## config.mk

```make
export PLATFORM = sky130hd
export DESIGN_NAME = keypad_scan
export DESIGN_NICKNAME = d
export VERILOG_FILES = /design/src/rtl/keypad_pkg.sv /design/src/rtl/keypad_debounce.sv /design/src/rtl/keypad_scan.sv
export SDC_FILE = /design/constraint.sdc
export NUM_CORES = 1
export LEC_CHECK = 0
export CAP_MARGIN = 15
export CORE_MARGIN = 3
export CORE_UTILIZATION = 52
export CTS_CLUSTER_DIAMETER = 60
export DETAILED_ROUTE_END_ITERATION = 10
export GPL_TIMING_DRIVEN = 0
export PLACE_DENSITY = 0.74
export SETUP_SLACK_MARGIN = 0.15
export SYNTH_ARGS = -nofsm -noshare
export SYNTH_HDL_FRONTEND = slang
export SYNTH_HIERARCHICAL = 1
export SYNTH_SLANG_ARGS = --single-unit
```

## constraint.sdc

```tcl
create_clock -name clk -period 3.2 [get_ports clk]
set_clock_uncertainty 0.1 [all_clocks]
set_input_delay 0.32 -clock clk [delete_from_list [all_inputs] [get_ports clk]]
set_output_delay 0.32 -clock clk [all_outputs]
set_load 0.02 [all_outputs]
```

## src/rtl/keypad_pkg.sv

```systemverilog
// ============================================================================
// keypad_pkg: shared types, constants and helpers for the 4x4 keypad scanner.
// Revision: 1.0
// ============================================================================
`timescale 1ns/1ps
`default_nettype none

package keypad_pkg;

  localparam int         NUM_ROWS  = 4;
  localparam int         NUM_COLS  = 4;
  localparam logic [3:0] START_KEY = 4'd15;

  typedef enum logic [1:0] {
    SCAN        = 2'd0,
    DEB_PRESS   = 2'd1,
    HELD        = 2'd2,
    DEB_RELEASE = 2'd3
  } state_e;

  // Lowest-numbered active-low row wins when several are pressed together.
  function automatic logic [1:0] lowest_low_row(input logic [NUM_ROWS-1:0] rows_n);
    lowest_low_row = 2'd0;
    for (int i = NUM_ROWS - 1; i >= 0; i--) begin
      if (!rows_n[i]) lowest_low_row = 2'(i);
    end
  endfunction

  function automatic logic [NUM_COLS-1:0] col_drive(input logic [1:0] idx);
    col_drive = ~(4'b0001 << idx);
  endfunction

endpackage

`default_nettype wire

```

## src/rtl/keypad_debounce.sv

```systemverilog
// ============================================================================
// keypad_debounce: saturating stable-level counter shared by press and release.
// Revision: 1.0
// ============================================================================
`timescale 1ns/1ps
`default_nettype none

module keypad_debounce #(
  parameter int CYCLES = 250000
) (
  input  logic clk,
  input  logic rst,
  input  logic level_i,
  output logic done_o
);

  localparam int            CW       = $clog2(CYCLES + 1);
  localparam logic [CW-1:0] CNT_MAX  = CW'(CYCLES);
  localparam logic [CW-1:0] CNT_LAST = CW'(CYCLES - 1);

  logic [CW-1:0] cnt_q;
  logic [CW-1:0] cnt_d;

  // Any break in the level restarts the count from zero.
  always_comb begin
    cnt_d = '0;
    if (level_i) cnt_d = (cnt_q == CNT_MAX) ? cnt_q : cnt_q + 1'b1;
  end

  always_ff @(posedge clk or negedge rst) begin
    if (!rst) cnt_q <= '0;
    else      cnt_q <= cnt_d;
  end

  assign done_o = level_i && (cnt_q == CNT_LAST);

endmodule

`default_nettype wire

```

## src/rtl/keypad_scan.sv

```systemverilog
// ============================================================================
// keypad_scan: 4x4 column-scanned keypad with debounced press/release.
// Optional KEYPAD_START_KEY_EN: key 15 pulses start instead of key_en.
// Revision: 1.0
// ============================================================================
`timescale 1ns/1ps
`default_nettype none

module keypad_scan
  import keypad_pkg::*;
#(
  parameter int SCAN_DIV        = 1000,
  parameter int DEBOUNCE_CYCLES = 250000
) (
  input  logic       clk,
  input  logic       rst,
  input  logic [3:0] row_n,
  output logic [3:0] col_n,
  output logic       key_en,
  output logic [3:0] key_index,
  output logic       start
);

  localparam int            DW       = $clog2(SCAN_DIV + 1);
  localparam logic [DW-1:0] DIV_LAST = DW'(SCAN_DIV - 1);

  logic [3:0]    sync1_q, sync2_q;
  state_e        state_q, state_d;
  logic [DW-1:0] div_q, div_d;
  logic [1:0]    col_q, col_d;
  logic [1:0]    row_q, row_d;
  logic          key_en_q, key_en_d;
  logic [3:0]    key_index_q, key_index_d;
  logic          start_d;

  logic       row_low;
  logic       slot_end;
  logic       deb_level;
  logic       deb_done;
  logic [3:0] code;

  assign row_low   = !sync2_q[row_q];
  assign slot_end  = (div_q == DIV_LAST);
  assign code      = {row_q, col_q};
  assign deb_level = ((state_q == DEB_PRESS) && row_low) ||
                     ((state_q == DEB_RELEASE) && !row_low);

  keypad_debounce #(
    .CYCLES (DEBOUNCE_CYCLES)
  ) u_debounce (
    .clk     (clk),
    .rst     (rst),
    .level_i (deb_level),
    .done_o  (deb_done)
  );

  always_comb begin
    state_d     = state_q;
    div_d       = div_q;
    col_d       = col_q;
    row_d       = row_q;
    key_en_d    = 1'b0;
    start_d     = 1'b0;
    key_index_d = key_index_q;
    case (state_q)
      SCAN: begin
        if (slot_end) begin
          div_d = '0;
          if (!(&sync2_q)) begin
            row_d   = lowest_low_row(sync2_q);
            state_d = DEB_PRESS;
          end else begin
            col_d = col_q + 2'd1;
          end
        end else begin
          div_d = div_q + 1'b1;
        end
      end
      DEB_PRESS: begin
        // A bounce rescans the same column from the start of its slot.
        if (!row_low) begin
          state_d = SCAN;
          div_d   = '0;
        end else if (deb_done) begin
          state_d = HELD;
`ifdef KEYPAD_START_KEY_EN
          if (code == START_KEY) begin
            start_d = 1'b1;
          end else begin
            key_en_d    = 1'b1;
            key_index_d = code;
          end
`else
          key_en_d    = 1'b1;
          key_index_d = code;
`endif
        end
      end
      HELD: begin
        if (!row_low) state_d = DEB_RELEASE;
      end
      DEB_RELEASE: begin
        if (row_low) begin
          state_d = HELD;
        end else if (deb_done) begin
          state_d = SCAN;
          col_d   = col_q + 2'd1;
          div_d   = '0;
        end
      end
      default: state_d = SCAN;
    endcase
  end

  always_ff @(posedge clk or negedge rst) begin
    if (!rst) begin
      sync1_q     <= 4'b1111;
      sync2_q     <= 4'b1111;
      state_q     <= SCAN;
      div_q       <= '0;
      col_q       <= 2'd0;
      row_q       <= 2'd0;
      key_en_q    <= 1'b0;
      key_index_q <= 4'd0;
    end else begin
      sync1_q     <= row_n;
      sync2_q     <= sync1_q;
      state_q     <= state_d;
      div_q       <= div_d;
      col_q       <= col_d;
      row_q       <= row_d;
      key_en_q    <= key_en_d;
      key_index_q <= key_index_d;
    end
  end

`ifdef KEYPAD_START_KEY_EN
  logic start_q;

  always_ff @(posedge clk or negedge rst) begin
    if (!rst) start_q <= 1'b0;
    else      start_q <= start_d;
  end

  assign start = start_q;
`else
  logic unused_start;
  assign unused_start = start_d;
  assign start        = 1'b0;
`endif

  assign col_n     = col_drive(col_q);
  assign key_en    = key_en_q;
  assign key_index = key_index_q;

endmodule

`default_nettype wire

```

Word level (Yosys, flattened, before mapping). Cells that the tools add are included.

Magnitude comparators: 1. Div/mod/pow operators: 0. Multiplexer cells: 29. Bitwise logic cells: 3. Equality and inequality tests: 16. Add/subtract/negate cells: 3. Multipliers: 0. Shift-type cells: 1. Reduce and logical (&&, ||, !) cells: 14.

Operators by type and width (count): 10-bit 2-to-1 mux (4); 18-bit equality test (second input constant) (2); 18-bit 2-to-1 mux (2); 2-bit 2-to-1 mux (15); 10-bit one-hot mux with 3 select lines (1); 18-bit by 1-bit adder with 18-bit output (second input constant) (1); 2-bit inequality test (second input constant) (8); 10-bit by 1-bit adder with 10-bit output (second input constant) (1); 10-bit equality test (second input constant) (1); 5-bit AND reduction (2); 2-bit one-hot mux with 4 select lines (1); 4-bit AND reduction (2); 3-bit inequality test (second input constant) (2); 3-bit AND reduction (2); 2-bit equality test (second input constant) (2); 1-bit 2-to-1 mux (4); 4-bit inverter (1); 2-bit one-hot mux with 2 select lines (1); 1-bit by 2-bit << shifter with 4-bit output (first input constant) (1); 1-bit logical AND (3); 2-bit by 3-bit < comparator with 1-bit output (second input constant) (1); 3-bit nonzero test (1); 2-bit by 1-bit adder with 2-bit output (second input constant) (1); 1-bit binary-select mux with 2-bit select (1); other kinds (6) (7).

Bits of input ports: 6. Bits in latches: 0. Flip-flop bits (word level): 47. Memory bits (read-only): 0. Memories: 0. Word-level logic and storage cells: 76. Output and inout port bits: 10. Bits in writable memories: 0.

Depth between registers and ports, before layout. Gate-level depths: netlist of run 1.

Word-level depth: 9. Mapped depth: 11. Depth with buffers taken out: 10.

Hierarchy. Netlist of run 1, hierarchy kept.

By module, submodules not included: keypad_scan (times used 1, cells an instance 128, area each 1443.9 sq um, sequential area each 735.7 sq um); keypad_debounce (times used 1, cells an instance 102, area each 950.9 sq um, sequential area each 450.4 sq um).

Least setup slack after synthesis of run 1. OpenSTA, ideal clock, no wires.

Path type: register to register. Start: register row_q[0]. End: register col_q[1]. Clock period less this slack: 3208 ps. Path buffers: 1. Setup time: 125 ps. Required time: 2975 ps. Arrival time: 2983 ps. Cell stages (with the launch flop): 11. Path slack: -8 ps. Cells stage by stage: dfrtp_1 -> buf_6 -> mux4_2 -> xnor2_1 -> nor2_1 -> clkinv_1 -> nor4_1 -> nand2_1 -> o31ai_1 -> a22oi_1 -> mux2_2.

Longest elaborated chain between the ends: 8. Elaborated cells on any way between the ends: 10. Classes of those cells: eq/ne: 2; mux: 2; reduce/logical: 6.

Ends and longest elaborated chain: from (decl) (line keypad_scan.sv:31) `logic [1:0] row_q, row_d;`; from (signal assigned) (line keypad_scan.sv:131) `row_q <= row_d;`; 1-bit binary-select mux with 2-bit select * (line keypad_scan.sv:42) `assign row_low = !sync2_q[row_q];`; 1-bit 2-to-1 mux (implied by the code) * (line keypad_scan.sv:42); 1-bit zero test (line keypad_scan.sv:42); 1-bit logical AND (line keypad_scan.sv:45) `assign deb_level = ((state_q == DEB_PRESS) && row_low) ||`; 1-bit logical OR * (line keypad_scan.sv:45); via deb_level (line keypad_scan.sv:38) `logic deb_level;`; 1-bit logical AND * (line keypad_debounce.sv:35) `assign done_o = level_i && (cnt_q == CNT_LAST);`; via deb_done (line keypad_scan.sv:39) `logic deb_done;`; 2-bit inequality test (no source line) *; 5-bit AND reduction (no source line) *; to (signal assigned) (line keypad_scan.sv:130) `col_q <= col_d;`; to (decl) (line keypad_scan.sv:30) `logic [1:0] col_q, col_d;`.

Mark *: on every way through the listed nets, which the timed path passes. The rest lies on a longest branch. The select of a mux whose other input is x is not followed. A chain may end at the register's enable or synchronous reset.

Final worst setup path of run 1. Same ends and word-level chain as after synthesis.

==> flow_summary.yaml, run 1 <==
synthesis:
  synth_seq_cells: 47
  syn_inst: 230
  synth_sequential_area_ratio: 0.495
  yosysTopAreaCell: "dfrtp_1"
  synth.area.top_cells: "dfrtp_1, dfstp_2, ha_1"
  syn-num-nets: 243
  post-synth-top-count-cell: "dfrtp_1"
  post_synth_top_flop: "dfrtp_1"
  post_synth_most_frequent_cells: "dfrtp_1, nand2_1, nor2_1"
  synth_top_area_share: 0.408
  postSynth.asyncResetShare: 1.00
  synthesis.area_um2: 2390
  synthesis.yosys.warnings: 6
  synth_enable_flop_cells: 0
  synthesis.area_per_instance_um2: 10.4
  synth_cell_type_count: 49
routing:
  dr_total_vias: 1742
  routedWlPerCell_um: 13.6
  route.antenna.remaining_nets: 0
  route.detailed.drc: 0
  drt_first_pass_iters: 4
  total_routed_length_um: 4190
  drt_iter0_markers: 78
  vias_per_cell: 5.66
clocking:
  insertion_delay_ns: 0.30
  cts_tree: "done"
  worst_setup_hold_path_clk_slew_ns: 0.08
  clock-sinks: 47
  cts.htree.levels: 2
  clock_path_buffers: 2
  root_driver: "clkbuf_8"
  num_cts_buffers: 5
power:
  leakage_nw: 1.10
  power.density_cell_area_nw_per_um2: 359
  vdd_ir_drop_max_mv: 0.214
worst_setup_path:
  worst_path_maximum_fanout: 8
  reg2reg_from: "row_q[0]"
  cp_data_required_time_ns: 3.29
  r2r_setup_slack_ns: 0.27
  worstSetupEndpointType: "flip-flop"
  timing.setup.critical_path_class: "flip-flop to flip-flop"
  worst_r2r_path_depth: 10
  critical_path.startpoint: "row_q[0]"
  arrival_ns: 3.02
  rr_endpoint: "col_q[1]"
  crit_path_start_kind: "flip-flop"
cells_and_area:
  area.growth.synth_to_final_pct: 15.9
  share_of_post_route_cells_with_drive_strength_above_1: 0.172
  nets: 268
  multi_input_area_um2: 1160
  flip_flop_and_latch_area_um2: 1190
  final_core_utilization: 0.629
  fill_cells: 367
  postLayoutCellArea_um2: 2780
  diodes: 0
hold_path:
  min_delay_worst_endpoint: "sync2_q[1]"
  timing.hold.worst.class: "flip-flop to flip-flop"
  hold-path-cell-count: 0
  worstHoldStart: "sync1_q[1]"
global_routing:
  globalRouteOverflowTotal: 0
  vias_in_the_first_global_route: 1566
  grt_max_degree: 29
  grt.total_usage: 0.167
  antenna_found_initial: 0
  grt_pass1_wl_um: 7060
placement:
  gp_congestion: 0.809
  input_output_buffers: 14
  post-dp-hpwl_um: 2970
  placedInstanceArea_um2: 2620
die:
  io_pins: 16
  chipHeight_um: 73.9
  fp.dieArea_um2: 5460
  start_util: 0.543
  floorplan.rows: 24
  core_area_um2: 4410
  die_w_um: 73.9
timing:
  timing.final.setup_violations: 0
  maximum_operating_frequency_mhz: 341
  finalMaxSlewViolations: 0
  grt_setup_unrepaired: "true"
  post-route-period-util: 0.915
  final_hold_viol_count: 0
  finalWorstPathRequiredPeriod_ns: 2.93
outcome:
  status: "finished clean"
run:
  cap_viol_max_count: 0
==> flip-flops by register name, summed over array words and instances, names as in the netlist, named ones only <==
signal            count
col_q                 2
div_q                10
key_en                1
key_index             4
row_q                 2
state_q               1
sync1_q               4
sync2_q               4
u_debounce/cnt_q     18
==> report_power, final <==
| group | internal, mW | switching (mW) | leakage (nW) | total (mW) |
|---|---|---|---|---|
| clock | 0.174 | 0.186 | 0.0482 | 0.361 |
| sequential | 0.603 | 0.00302 | 0.615 | 0.606 |
| combinational | 0.0127 | 0.0179 | 0.436 | 0.0306 |
| total | 0.790 | 0.207 | 1.10 | 0.997 |
==> worst max path at each step <==
stage	to	slack, ns	cells past startpoint
floorplan	col_q[1]	0.19	10
global placement	col_q[1]	-0.21	10
detailed placement	col_q[1]	-0.23	10
CTS	col_q[1]	0.23	7
global route	col_q[1]	0.1	10
finish	col_q[1]	0.27	10
==> layout by cell type (no fill, tap or decap), drive strengths merged, types with 2 or more instances in the layout <==
cell type      count
clkbuf             8
or4                6
buf                9
ha                 7
clkinv             2
o21ai             15
nor3               5
xor2               4
and3               5
mux2i              5
nor2b              2
nand4              5
nor4               4
or3                6
o31ai              6
nor3b              2
nand3             11
a21oi             12
dfstp              8
xnor2              8
nand2             18
inv               14
mux2               6
nor2              18
dfrtp             39
clkdlybuf4s50     13
==> through the flow <==
step           power (mW)  setup TNS [ns]  hold WS [ns]  cells  setup slack, ns
6_report            0.997               0         0.258    308            0.271
5_1_grt              1.04               0         0.262    308           0.0972
4_1_cts              1.01               0         0.259    308            0.234
3_5_place_dp        0.646           -1.29         0.205    297           -0.232
3_3_place_gp        0.644           -1.22         0.245    296           -0.209
2_1_floorplan       0.625               0       -0.0756    230            0.192
==> layer usage <==
layer | share of wire | global-route usage | vias up | wire (um)
li1 | - | - | 874 | -
met1 | 0.50 | 0.228 | 843 | 2080
met2 | 0.46 | 0.256 | 20 | 1940
met3 | 0.024 | 0.0328 | 5 | 99
met4 | 0.018 | 0.0785 | 0 | 74
met5 | 0 | 0 | - | 0
==> cells by family after synthesis <==
kind of cell | Yosys count | share of synthesized area
other cells | 1 | 0.00157
buf+inv | 21 | 0.0387
xor+xnor | 12 | 0.0439
fa+ha+maj | 7 | 0.0366
mux | 12 | 0.0585
simple gates | 87 | 0.207
compound gates | 43 | 0.119
flops | 47 | 0.495
==> repair_timing <==
item / in CTS / in global routing
hold buffers: 1 / 0
buffers inserted: 2 / 0
endpoints found under the hold margin: 15 / 0
resized for setup: 4 / 2
endpoints found under the setup margin: 13 / 7
pin swaps: 1 / 0
==> worst max-delay path: stages, from the launching register on <==
cell and delay [ns]:
dfrtp_1 0.35, buf_6 0.12, mux4_2 0.52, xnor2_1 0.16, nor2_2 0.20, clkinv_4 0.12, nor4_4 0.31, nand2_2 0.21
o31ai_4 0.25, a22oi_1 0.18, mux2_2 0.30
==> layout make-up <==
cell class | count | area share
clock inverter | 1 | 0.00180
inverter | 15 | 0.0221
clock buffer | 7 | 0.0311
timing repair buffer | 18 | 0.0649
tap | 52 | 0.0234
buffer | 6 | 0.0131
sequential | 47 | 0.427
multi-input combinational | 162 | 0.416
Power figures use the tool's default switching activity.
==> run 2: changes to the inputs <==
Settings changed: CTS_CLUSTER_SIZE set to 14.
==> results of run 2 <==
No change in the layout: final DEF, timing and power equal those of run 1.
